--- config.mk ---
export PLATFORM = sky130hd
export DESIGN_NAME = sobel_edge_pipe
export DESIGN_NICKNAME = d
export VERILOG_FILES = /design/src/rtl/sobel_edge_pipe.sv
export SDC_FILE = /design/constraint.sdc
export NUM_CORES = 1
export LEC_CHECK = 0
export BUFFER_PORTS_ARGS = -buffer_cell sky130_fd_sc_hd__buf_4
export CAP_MARGIN = 25
export CORE_ASPECT_RATIO = 0.5
export CORE_MARGIN = 10
export CORE_UTILIZATION = 55
export DETAILED_ROUTE_END_ITERATION = 8
export PLACE_DENSITY_LB_ADDON = 0.3
export RECOVER_POWER = 100
export SLEW_MARGIN = 10
export SYNTH_ARGS = -nofsm -noshare
export SYNTH_HDL_FRONTEND = slang
export SYNTH_SLANG_ARGS = --single-unit
--- constraint.sdc ---
create_clock -name clk -period 7.85 [get_ports clk]
set_input_delay 0 -clock clk [delete_from_list [all_inputs] [get_ports clk]]
set_output_delay 0 -clock clk [all_outputs]
set_load 0.05 [all_outputs]
--- src/rtl/sobel_edge_pipe.sv ---
// 3x3 Sobel gradient engine: three-stage fixed-latency pipeline with selectable
// magnitude approximation, runtime threshold, direction quantisation and per-frame edge count.
module sobel_edge_pipe #(
    parameter int DATA_W        = 8,
    parameter int DEF_THRESHOLD = 50,
    parameter int DEF_MODE      = 0,
    parameter int DEF_BINARY    = 0,
    parameter int CNT_W         = 20
) (
    input  logic              clk,
    input  logic              rst_n,
    input  logic              in_valid,
    input  logic              in_sof,
    input  logic              in_eof,
    input  logic [DATA_W-1:0] p11,
    input  logic [DATA_W-1:0] p12,
    input  logic [DATA_W-1:0] p13,
    input  logic [DATA_W-1:0] p21,
    input  logic [DATA_W-1:0] p22,
    input  logic [DATA_W-1:0] p23,
    input  logic [DATA_W-1:0] p31,
    input  logic [DATA_W-1:0] p32,
    input  logic [DATA_W-1:0] p33,
    input  logic [DATA_W-1:0] cfg_threshold,
    input  logic [1:0]        cfg_mode,
    input  logic              cfg_binary,
    output logic              out_valid,
    output logic              out_sof,
    output logic              out_eof,
    output logic [DATA_W-1:0] edge_out,
    output logic [1:0]        dir_out,
    output logic [CNT_W-1:0]  edge_count,
    output logic              count_valid
);

    localparam int SW = DATA_W + 2;   // column/row sum and |gradient| width
    localparam int MW = DATA_W + 3;   // magnitude width before saturation

    localparam logic [DATA_W-1:0] PIX_MAX = '1;
    localparam logic [DATA_W-1:0] RST_THR = DATA_W'(DEF_THRESHOLD);
    localparam logic [1:0]        RST_MODE = 2'(DEF_MODE);
    localparam logic              RST_BIN  = (DEF_BINARY != 0);

    // ------------------------------------------------------------------
    // Config shadowing. Each pixel carries its own config down the pipe so
    // that a new frame's sof cannot retune pixels of the previous frame
    // still in flight.
    // ------------------------------------------------------------------
    logic [DATA_W-1:0] act_threshold;
    logic [1:0]        act_mode;
    logic              act_binary;

    logic              load_cfg;
    logic [DATA_W-1:0] eff_threshold;
    logic [1:0]        eff_mode;
    logic              eff_binary;

    assign load_cfg      = in_valid && in_sof;
    assign eff_threshold = load_cfg ? cfg_threshold : act_threshold;
    assign eff_mode      = load_cfg ? cfg_mode      : act_mode;
    assign eff_binary    = load_cfg ? cfg_binary    : act_binary;

    // NOTE: every clocked register uses <= so all stages sample the values
    // from before the edge; blocking here would collapse the pipeline.
    always_ff @(posedge clk) begin
        if (!rst_n) begin
            act_threshold <= RST_THR;
            act_mode      <= RST_MODE;
            act_binary    <= RST_BIN;
        end else if (load_cfg) begin
            act_threshold <= cfg_threshold;
            act_mode      <= cfg_mode;
            act_binary    <= cfg_binary;
        end
    end

    // ------------------------------------------------------------------
    // Stage 1: weighted column and row sums.
    // ------------------------------------------------------------------
    logic [SW-1:0]     sum_r, sum_l, sum_t, sum_b;
    logic              s1_valid, s1_sof, s1_eof;
    logic [SW-1:0]     s1_r, s1_l, s1_t, s1_b;
    logic [DATA_W-1:0] s1_thr;
    logic [1:0]        s1_mode;
    logic              s1_bin;

    assign sum_r = SW'(p13) + (SW'(p23) << 1) + SW'(p33);
    assign sum_l = SW'(p11) + (SW'(p21) << 1) + SW'(p31);
    assign sum_t = SW'(p11) + (SW'(p12) << 1) + SW'(p13);
    assign sum_b = SW'(p31) + (SW'(p32) << 1) + SW'(p33);

    always_ff @(posedge clk) begin
        if (!rst_n) begin
            s1_valid <= 1'b0;
            s1_sof   <= 1'b0;
            s1_eof   <= 1'b0;
            s1_r     <= '0;
            s1_l     <= '0;
            s1_t     <= '0;
            s1_b     <= '0;
            s1_thr   <= RST_THR;
            s1_mode  <= RST_MODE;
            s1_bin   <= RST_BIN;
        end else begin
            s1_valid <= in_valid;
            s1_sof   <= in_valid && in_sof;
            s1_eof   <= in_valid && in_eof;
            s1_r     <= sum_r;
            s1_l     <= sum_l;
            s1_t     <= sum_t;
            s1_b     <= sum_b;
            s1_thr   <= eff_threshold;
            s1_mode  <= eff_mode;
            s1_bin   <= eff_binary;
        end
    end

    // ------------------------------------------------------------------
    // Stage 2: gradient magnitudes and signs (gx = R-L, gy = T-B).
    // ------------------------------------------------------------------
    logic              s2_valid, s2_sof, s2_eof;
    logic [SW-1:0]     s2_ax, s2_ay;
    logic              s2_sx, s2_sy;
    logic [DATA_W-1:0] s2_thr;
    logic [1:0]        s2_mode;
    logic              s2_bin;

    always_ff @(posedge clk) begin
        if (!rst_n) begin
            s2_valid <= 1'b0;
            s2_sof   <= 1'b0;
            s2_eof   <= 1'b0;
            s2_ax    <= '0;
            s2_ay    <= '0;
            s2_sx    <= 1'b0;
            s2_sy    <= 1'b0;
            s2_thr   <= RST_THR;
            s2_mode  <= RST_MODE;
            s2_bin   <= RST_BIN;
        end else begin
            s2_valid <= s1_valid;
            s2_sof   <= s1_sof;
            s2_eof   <= s1_eof;
            s2_ax    <= (s1_r >= s1_l) ? s1_r - s1_l : s1_l - s1_r;
            s2_ay    <= (s1_t >= s1_b) ? s1_t - s1_b : s1_b - s1_t;
            s2_sx    <= (s1_r < s1_l);
            s2_sy    <= (s1_t < s1_b);
            s2_thr   <= s1_thr;
            s2_mode  <= s1_mode;
            s2_bin   <= s1_bin;
        end
    end

    // ------------------------------------------------------------------
    // Stage 3: magnitude, saturation, threshold and direction.
    // ------------------------------------------------------------------
    logic [SW-1:0]     g_max, g_min;
    logic [MW-1:0]     mag;
    logic [DATA_W-1:0] mag_sat;
    logic [DATA_W-1:0] edge_val;
    logic [1:0]        dir_val;

    // NOTE: each output of this block gets a default first, so no path
    // through the case/if chain can leave it unassigned and infer a latch.
    always_comb begin
        g_max    = (s2_ax >= s2_ay) ? s2_ax : s2_ay;
        g_min    = (s2_ax >= s2_ay) ? s2_ay : s2_ax;
        mag      = (MW'(s2_ax) + MW'(s2_ay)) >> 1;
        edge_val = '0;
        dir_val  = 2'd0;

        case (s2_mode)
            2'd1:    mag = MW'(g_max) + MW'(g_min >> 1);
            2'd2:    mag = MW'(g_max);
            default: mag = (MW'(s2_ax) + MW'(s2_ay)) >> 1;
        endcase

        mag_sat = (mag > MW'(PIX_MAX)) ? PIX_MAX : mag[DATA_W-1:0];

        if (mag_sat >= s2_thr)
            edge_val = s2_bin ? PIX_MAX : mag_sat;

        // A flat window (ax = ay = 0) falls into the first branch.
        if (s2_ay <= (s2_ax >> 1))
            dir_val = 2'd0;
        else if (s2_ax <= (s2_ay >> 1))
            dir_val = 2'd2;
        else if (s2_sx == s2_sy)
            dir_val = 2'd1;
        else
            dir_val = 2'd3;
    end

    always_ff @(posedge clk) begin
        if (!rst_n) begin
            out_valid <= 1'b0;
            out_sof   <= 1'b0;
            out_eof   <= 1'b0;
            edge_out  <= '0;
            dir_out   <= 2'd0;
        end else begin
            out_valid <= s2_valid;
            out_sof   <= s2_sof;
            out_eof   <= s2_eof;
            if (s2_valid) begin
                edge_out <= edge_val;
                dir_out  <= dir_val;
            end
        end
    end

    // ------------------------------------------------------------------
    // Per-frame edge counter, reported one cycle after the eof pixel.
    // ------------------------------------------------------------------
    logic [CNT_W-1:0] edge_cnt;
    logic [CNT_W-1:0] cnt_next;
    logic             edge_hit;

    assign edge_hit = (edge_out != '0);

    always_comb begin
        cnt_next = edge_cnt;
        if (out_sof)
            cnt_next = CNT_W'(edge_hit);
        else if (edge_hit && (edge_cnt != '1))
            cnt_next = edge_cnt + 1'b1;
    end

    always_ff @(posedge clk) begin
        if (!rst_n) begin
            edge_cnt    <= '0;
            edge_count  <= '0;
            count_valid <= 1'b0;
        end else begin
            count_valid <= 1'b0;
            if (out_valid) begin
                if (out_eof) begin
                    edge_count  <= cnt_next;
                    count_valid <= 1'b1;
                    edge_cnt    <= '0;
                end else begin
                    edge_cnt <= cnt_next;
                end
            end
        end
    end

endmodule

Word-level counts from Yosys, hierarchy flattened:

Index checks and enable logic that the tools add are counted.

* word-level logic and storage cells: 77
* bits in registers: 144
* output and inout port bits: 34
* bits of input ports: 88

* reductions and logical operators: 6
* equality and inequality tests: 4
* add/sub/neg operators: 15
* $lt $le $gt $ge: 9
* multiplexer cells: 15

Operators by type and width (number)
* 20-bit two-way mux: 3
* 10-bit by 8-bit adder with 10-bit output: 4
* 8-bit by 9-bit adder with 10-bit output: 4
* 10-bit two-way mux: 4
* 10-bit subtractor: 4
* 10-bit greater-or-equal comparator: 3
* 8-bit two-way mux: 3
* 11-bit one-hot mux with 2 select lines: 1
* 20-bit by 1-bit adder with 20-bit output (second input constant): 1
* 10-bit by 9-bit <= comparator with 1-bit output: 2
* 10-bit < comparator: 2
* 20-bit inequality test (second input constant): 1
* 10-bit by 10-bit adder with 11-bit output: 1
* 10-bit by 9-bit adder with 11-bit output: 1
* 11-bit by 8-bit greater-than comparator with 1-bit output (second input constant): 1
* 8-bit greater-or-equal comparator: 1
* 8-bit nonzero test: 1
* 2-bit two-way mux: 3
* 2-bit AND reduction: 2
* 1-bit logical AND: 3
* 2-bit by 1-bit equality test with 1-bit output (second input constant): 1
* 2-bit equality test (second input constant): 1
* 1-bit equality test: 1
* 1-bit two-way mux: 1

Longest topological paths before layout:

Gate-level depths: netlist of the first run.

* depth in word-level cells: 8
* gate-level depth with buffers: 28
* depth with buffers taken out: 26

Least setup slack after synthesis of the first run:

OpenSTA, ideal clock, no wires.

* path type: register -> register
* from: register s2_ay[3]
* to: register edge_out[3]
* stages on the path, launching flop included: 28
* required time: 7.713 ns
* library setup time: 0.137 ns
* data arrival time: 5.511 ns
* buffers on the path: 2
* slack: 2.202 ns
* cells stage by stage: dfxtp_1 -> inv_1 -> ha_1 -> a21o_1 -> a211oi_2 -> o21ai_1 -> a21oi_1 -> clkbuf_1 -> clkbuf_1 -> o21ai_0 -> ha_1 -> fa_1 -> a21oi_1 -> o21ai_1 -> a2111o_1 -> and4b_1 -> o211a_1 -> a31o_2 -> and2_1 -> ha_1 -> nand2b_1 -> a21o_1 -> a21o_1 -> a21oi_1 -> o21ai_0 -> a21o_1 -> nand2_1 -> a32oi_1

* cells in the longest elaborated chain, start to end: 8

Ends and longest elaborated chain
* from (decl): line 122 `logic [SW-1:0] s2_ax, s2_ay;`
* from (signal assigned): line 145 `s2_ay <= (s1_t >= s1_b) ? s1_t - s1_b : s1_b - s1_t;`
* 10-bit greater-or-equal comparator: line 166, 167
* 10-bit two-way mux, on equally long branches: line 166, 167
* 10-bit by 9-bit adder with 11-bit output: line 173 `2'd1: mag = MW'(g_max) + MW'(g_min >> 1);`
* 11-bit one-hot mux with 2 select lines (*): line 172 `case (s2_mode)`
* 11-bit by 8-bit greater-than comparator with 1-bit output: line 178 `mag_sat = (mag > MW'(PIX_MAX)) ? PIX_MAX : mag[DATA_W-1:0];`
* 8-bit two-way mux (*): line 178
* 8-bit greater-or-equal comparator / 8-bit two-way mux (equally long branches): line 180, 181
* 8-bit two-way mux (*): line 180 `if (mag_sat >= s2_thr)`
* to (signal assigned): line 206 `edge_out <= edge_val;`
* to (decl): line 30 `output logic [DATA_W-1:0] edge_out,`

Every way passes the cells marked *; elsewhere a longest branch is shown, timed or not.
A chain may end at the register's enable or synchronous reset.

Worst setup path after layout of the first run:

* from: register s2_ay[3]
* to: register edge_out[2]

The elaborated chain is that of the path after synthesis.

==> impl_metrics.py, run 1 <==
metrics = {
    "status": {
        "outcome": "complete, but fails checks",
        "violations": "capacitance limit, slew limit",
    },
    "detailed_routing": {
        "vias_per_cell": 5.45,
        "drc_errors": 0,
        "first_pass_iters": 5,
        "wl_per_cell_um": 15.7,
        "drtIter0Drc": 392,
        "route.vias.total": 8694,
        "ant_nets": 0,
        "routed_wl_um": 25100,
    },
    "synthesis": {
        "synthDistinctLibCells": 71,
        "syn_area_um2": 10500,
        "synth_top_family_by_area": "adder cells",
        "async_reset_ff_share_pct": 0,
        "ys.flop_type": "dfxtp_1",
        "synth_seq_cells": 144,
        "synth_xor_xnor_area_share_pct": 5.07,
        "synth_top_area_share_pct": 27.4,
        "yosys.area.top_type": "dfxtp_1",
        "synthCells": 1207,
        "synthSimpleGateAreaFrac_pct": 18.8,
        "avgSynthCellArea_um2": 8.73,
        "synthAdderAreaFrac_pct": 22.9,
        "syn_nets": 1465,
        "synth-compound-area-share_pct": 17.9,
        "yosysSeqAreaShare_pct": 27.4,
        "synth-edff-count": 0,
        "yosysWarnings": 0,
        "muxShareOfSynthArea_pct": 2.63,
        "synthTopCellsByArea": "dfxtp_1 (27%), ha_1 (16%), fa_1 (7.2%)",
    },
    "global_route": {
        "antenna_found_initial": 0,
        "grt_pass1_wl_um": 42100,
        "grt_overflow_total": 0,
        "track_usage_pct": 19.4,
        "grt_pass1_vias": 8876,
        "grt_max_degree": 128,
    },
    "timing": {
        "skew_ns": 0.0115,
        "clock.fmax_ghz": 0.155,
        "final-max-slew-violation-count": 128,
        "finalCritPeriodShare_pct": 82.2,
        "rsz0062_at_grt": "no",
        "worstMarginPinSlew_ns": 4.23,
        "setup-tns-final_ns": 0,
        "slew_headroom_pct": -182,
        "setup_viol": 0,
        "fin_crit_ns": 6.45,
        "finalHoldViolations": 0,
    },
    "die": {
        "ioPinCount": 122,
        "start_util_pct": 56.6,
        "core_area_um2": 18600,
        "fp.dieArea_um2": 25400,
        "die_w_um": 216,
        "rows": 35,
        "die_h_um": 118,
    },
    "placement": {
        "dp_hpwl_um": 19400,
        "place.gp.congestion": 0.879,
        "portBuffers": 113,
    },
    "worst_setup_path": {
        "worstPathMaxFanout": 31,
        "critPathCaptureType": "flop",
        "worstPathArrival_ns": 6.71,
        "reg2reg_slack_ns": 1.40,
        "cp_slowest_stage_delay_ns": 0.46,
        "critical_path_required_ns": 8.11,
        "crit_top_cell": "a21o_1",
        "cp_top_family": "compound AO/OA/AOI/OAI gates",
        "crit_type": "reg2reg",
        "slowest_stage": "a2111o_1",
        "crit_buf_inv": 2,
        "start_kind": "flop",
    },
    "clock_tree": {
        "cts.sinks": 144,
        "clockRootBuffer": "clkbuf_16",
        "clkTransAtPathRegs_ns": 0.07,
        "clockBufferDepth": 2,
        "clk_latency_ns": 0.42,
        "postCtsHoldBufs": 23,
        "cts_resized": 0,
        "cts_tree": "yes",
        "cts_max_level": 4,
        "numCtsBuffers": 17,
        "post_cts_buffers": 0,
    },
    "power_and_ir_drop": {
        "power.total_uw": 3910,
        "leakage_uw": 0.00543,
        "power.density_nw_per_um2": 320,
        "vdd_drop_max_uv": 159,
    },
    "layout": {
        "fillCellCount": 1509,
        "syn2layout_area_growth_pct": 16.0,
        "final_cell_mix": "dfxtp_1 (144), ha_1 (132), nand2_1 (123)",
        "n_antenna_cell": 0,
        "drive_gt1_share_pct": 9.74,
        "final_net_count": 1580,
        "final_common_cell": "dfxtp_1",
    },
    "run": {
        "cap_violations": 1,
    },
    "min_path": {
        "hold_path_class": "in2reg",
    },
}
-- metrics by stage --
step	util, %	instance area [um2]	worst slack (ns)	hold slack, ns	std cells
CTS	66.4	12400	1.75	0.0121	1594
global route	65.6	12200	1.09	0.107	1594
detailed placement	62.1	11600	1.86	0.213	1539
finish	65.6	12200	1.40	0.0943	1594
floorplan	-	10500	2.20	0.122	1207
global placement	62.0	11500	2.04	0.209	1538
-- state kept, by name, indices dropped and copies added (netlist names), 2 cells and up --
signal / cells
edge_count: 20
s1_thr: 8
edge_out: 8
s1_l: 10
s1_r: 10
s2_thr: 8
s2_ay: 10
s2_ax: 10
edge_cnt: 20
dir_out: 2
s1_mode: 2
s1_t: 10
s2_mode: 2
s1_b: 10
-- report_power, final --
group          switching [uW]  internal, uW
logic                    1260           937
clock network             360           420
registers                 103           837
total                    1720          2190
-- path summary, 6_finish.rpt --
path / from / endpoint / depth (start not counted)
hold / removal: p12[0] / s1_t[1] / 4
setup reg to reg: s2_ay[3] / edge_out[2] / 25
setup / recovery: s2_ay[3] / edge_out[2] / 25
hold reg to reg: s2_sof / out_sof / 1
-- synthesized netlist by cell type, drive strengths merged (5+ instances only) --
master and number:
a21o 24, nor2b 40, dfxtp 144, o21a 16, mux2 7, fa 38
nand2 123, a21boi 18, xnor2 29, nand3 16, nand4 13, xor2 32
a211oi 5, clkbuf 33, and3 9, a32oi 8, and4 5, nor2 34
nand3b 5, nor3 14, and2 72, inv 101, a31oi 6, nor3b 10
nand2b 24, a21oi 73, a221o 8, o21ai 73, mux2i 19, buf 12
o21bai 13, ha 132
-- area by class of cell --
class / instances / area [um2] / area share [%]
tap: 259 / 324 / 2.65
inverter: 101 / 379 / 3.10
multi-input combinational: 917 / 7080 / 57.9
timing repair buffer: 141 / 981 / 8.03
clock buffer: 17 / 425 / 3.48
clock inverter: 15 / 145 / 1.19
sequential: 144 / 2880 / 23.6
-- routing by layer --
layer  global-route usage (%)  vias to the layer above  routed length, um
li1                         -                     4382                  -
met1                     22.8                     4057              11100
met2                     35.3                      224              12500
met3                     3.75                       31               1170
met4                     5.12                        0                289
met5                        0                        -                  0
-- worst reg2reg max path: stages, from the launching register on --
cell and delay (ns):
dfxtp_1 0.39, inv_1 0.10, ha_1 0.36, a21o_1 0.19, a211oi_1 0.21, o21ai_0 0.21, a21oi_1 0.18, buf_4 0.30
mux2_2 0.42, fa_1 0.44, a21oi_1 0.24, o21ai_0 0.20, a2111o_1 0.46, and4b_1 0.20, o211a_1 0.22, a31o_1 0.40
and2_0 0.23, ha_1 0.29, nand2b_1 0.16, a21o_1 0.18, a21o_1 0.18, a21oi_1 0.13, o21ai_0 0.11, a21o_1 0.19
nand2_1 0.22, a32oi_1 0.10
-- logic make-up after synthesis --
group / after synthesis
AOI/OAI and AO/OA: 284
xor gates and xnor gates: 61
adders and majority gates: 170
buffers and inverters: 146
DFF: 144
muxes: 26
and+or+nand+nor: 376
Power figures use the tool's default switching activity.
==> run 2, diff against run 1 <==
--- a/config.mk
+++ b/config.mk
@@ -9,7 +9,7 @@
 export CAP_MARGIN = 25
 export CORE_ASPECT_RATIO = 0.5
 export CORE_MARGIN = 10
-export CORE_UTILIZATION = 55
+export CORE_UTILIZATION = 54
 export DETAILED_ROUTE_END_ITERATION = 8
 export PLACE_DENSITY_LB_ADDON = 0.3
 export RECOVER_POWER = 100
==> constraint.sdc (replaced) <==
create_clock -name clk -period 5.28 [get_ports clk]
set_input_delay 0 -clock clk [delete_from_list [all_inputs] [get_ports clk]]
set_output_delay 0 -clock clk [all_outputs]
set_load 0.05 [all_outputs]
==> impl_metrics.py, run 2 (same netlist as run 1, synthesis figures left out) <==
metrics = {
    "status": {
        "outcome": "complete, but fails checks",
        "violations": "capacitance limit, slew limit",
    },
    "power_and_ir_drop": {
        "vdd_drop_max_uv": 354,
        "power.density_nw_per_um2": 514,
        "leakage_uw": 0.00565,
        "power.total_uw": 6530,
    },
    "detailed_routing": {
        "route.vias.total": 8946,
        "first_pass_iters": 5,
        "drtIter0Drc": 433,
        "drc_errors": 0,
        "vias_per_cell": 5.49,
        "ant_nets": 0,
        "wl_per_cell_um": 16.2,
        "routed_wl_um": 26400,
    },
    "clock_tree": {
        "cts_tree": "yes",
        "cts.sinks": 144,
        "clockRootBuffer": "clkbuf_16",
        "clk_latency_ns": 0.42,
        "clkTransAtPathRegs_ns": 0.06,
        "cts_max_level": 4,
        "clockBufferDepth": 2,
        "numCtsBuffers": 17,
    },
    "worst_setup_path": {
        "worstReg2RegStart": "s2_ay[3]",
        "worstPathMaxFanout": 8,
        "cp_slowest_stage_delay_ns": 0.38,
        "critPathCaptureType": "flop",
        "slowest_stage": "fa_2",
        "worstRegToRegCells": 26,
        "crit_type": "reg2reg",
        "crit_top_cell": "a21o_1",
        "critical_path_required_ns": 5.56,
        "startpoint": "s2_ay[3]",
        "worstPathArrival_ns": 5.37,
        "start_kind": "flop",
    },
    "layout": {
        "top_regs": "edge_cnt (20), edge_count (20)",
        "syn2layout_area_growth_pct": 20.5,
        "final_cell_mix": "dfxtp_1 (142), ha_1 (129), nand2_1 (122)",
        "n_antenna_cell": 0,
        "final_net_count": 1615,
        "final_common_cell": "dfxtp_1",
        "fillCellCount": 1508,
        "final_area_um2": 12700,
        "instances_no_fill": 1629,
        "drive_gt1_share_pct": 13.4,
    },
    "die": {
        "fp.dieArea_um2": 25800,
        "die_w_um": 218,
        "rows": 35,
        "ioPinCount": 122,
        "die_h_um": 119,
        "core_area_um2": 18800,
        "start_util_pct": 56.1,
    },
    "global_route": {
        "track_usage_pct": 19.7,
        "grt_pass1_vias": 8867,
        "grt_overflow_total": 0,
        "grt_max_degree": 102,
        "antenna_found_initial": 0,
        "grt_pass1_wl_um": 42800,
    },
    "placement": {
        "place.gp.congestion": 0.879,
        "portBuffers": 113,
        "dp_hpwl_um": 20300,
        "dp_cells": 1557,
        "placed_area_um2": 11700,
    },
    "min_path": {
        "hold_path_class": "in2reg",
        "min_path_cells": 4,
        "hp-start": "p11[0]",
    },
    "timing": {
        "timing.hold.ws_ns": 0.0851,
        "final-max-slew-violation-count": 102,
        "fin_crit_ns": 5.09,
        "finalCritPeriodShare_pct": 96.3,
        "setup_viol": 0,
        "skew_ns": 0.00801,
        "slew_headroom_pct": -112,
        "worstMarginPinSlew_ns": 3.18,
        "clock.fmax_ghz": 0.197,
        "finalHoldViolations": 0,
    },
    "run": {
        "cap_violations": 1,
    },
}
run 2: changes by cell type in the layout (fill, tap and decap cells not counted), sizes merged, moves of 2 or more:
cell | before | now
inv | 109 | 104
clkbuf | 53 | 57
bufinv | 0 | 3
dlygate4sd3 | 23 | 25
buf | 82 | 111
clkinv | 5 | 7
run 2: final cells by class:
type,instances,area (um2),area share [%]
Timing Repair Buffer,175,1290,10.2
Tap cell,259,324,2.55
Sequential cell,144,2890,22.7
Clock buffer,18,439,3.46
Multi-Input combinational cell,918,7190,56.6
Inverter,101,379,2.99
Clock inverter,14,181,1.43
run 2: through the flow:
| step | worst slack, ns | util [%] | TNS (ns) |
|---|---|---|---|
| 6_report | 0.193 | 67.5 | 0 |
| 5_1_grt | -0.0521 | 67.5 | -0.268 |
| 4_1_cts | 0.0142 | 67.1 | 0 |
| 3_5_place_dp | -0.122 | 62.3 | -0.884 |
| 3_3_place_gp | 0.0319 | 62.3 | 0 |
| 2_1_floorplan | 0.0189 | - | 0 |
run 2: final timing paths:
check | endpoint | slack, ns
setup / recovery | edge_out[3] | 0.19
hold / removal | s1_l[1] | 0.09
setup reg to reg | edge_out[3] | 0.19
hold reg to reg | out_sof | 0.43
run 2: what timing repair did:
item / 4_1_cts / 5_1_grt
setup buffers: 0 / 12
endpoints found under the setup margin: 8 / 8
pin swaps: 1 / 13
resized for setup: 7 / 25
hold endpoints to repair: 40 / 0
hold buffers: 25 / 0
gates cloned: 0 / 3
run 2: worst max-delay path: cells and delay by family (launching register included):
family | cells | cell delay (ns)
AOI/OAI and AO/OA | 16 | 2.80
adders and majority gates | 4 | 1.04
buffers and inverters | 2 | 0.20
DFF | 1 | 0.34
and+or+nand+nor | 4 | 0.58
run 2: metal layers:
| layer | track usage (%) | wire length, um | vias to the layer above |
|---|---|---|---|
| met5 | 0 | 0 | - |
| met4 | 5.69 | 487 | 0 |
| met3 | 4.56 | 1420 | 46 |
| met2 | 34.7 | 12900 | 259 |
| met1 | 23.4 | 11500 | 4183 |
| li1 | - | - | 4458 |
run 2: power breakdown:
group | internal (uW) | switching, uW
combinational | 1760 | 2140
clock | 763 | 499
sequential | 1250 | 114
total | 3770 | 2760
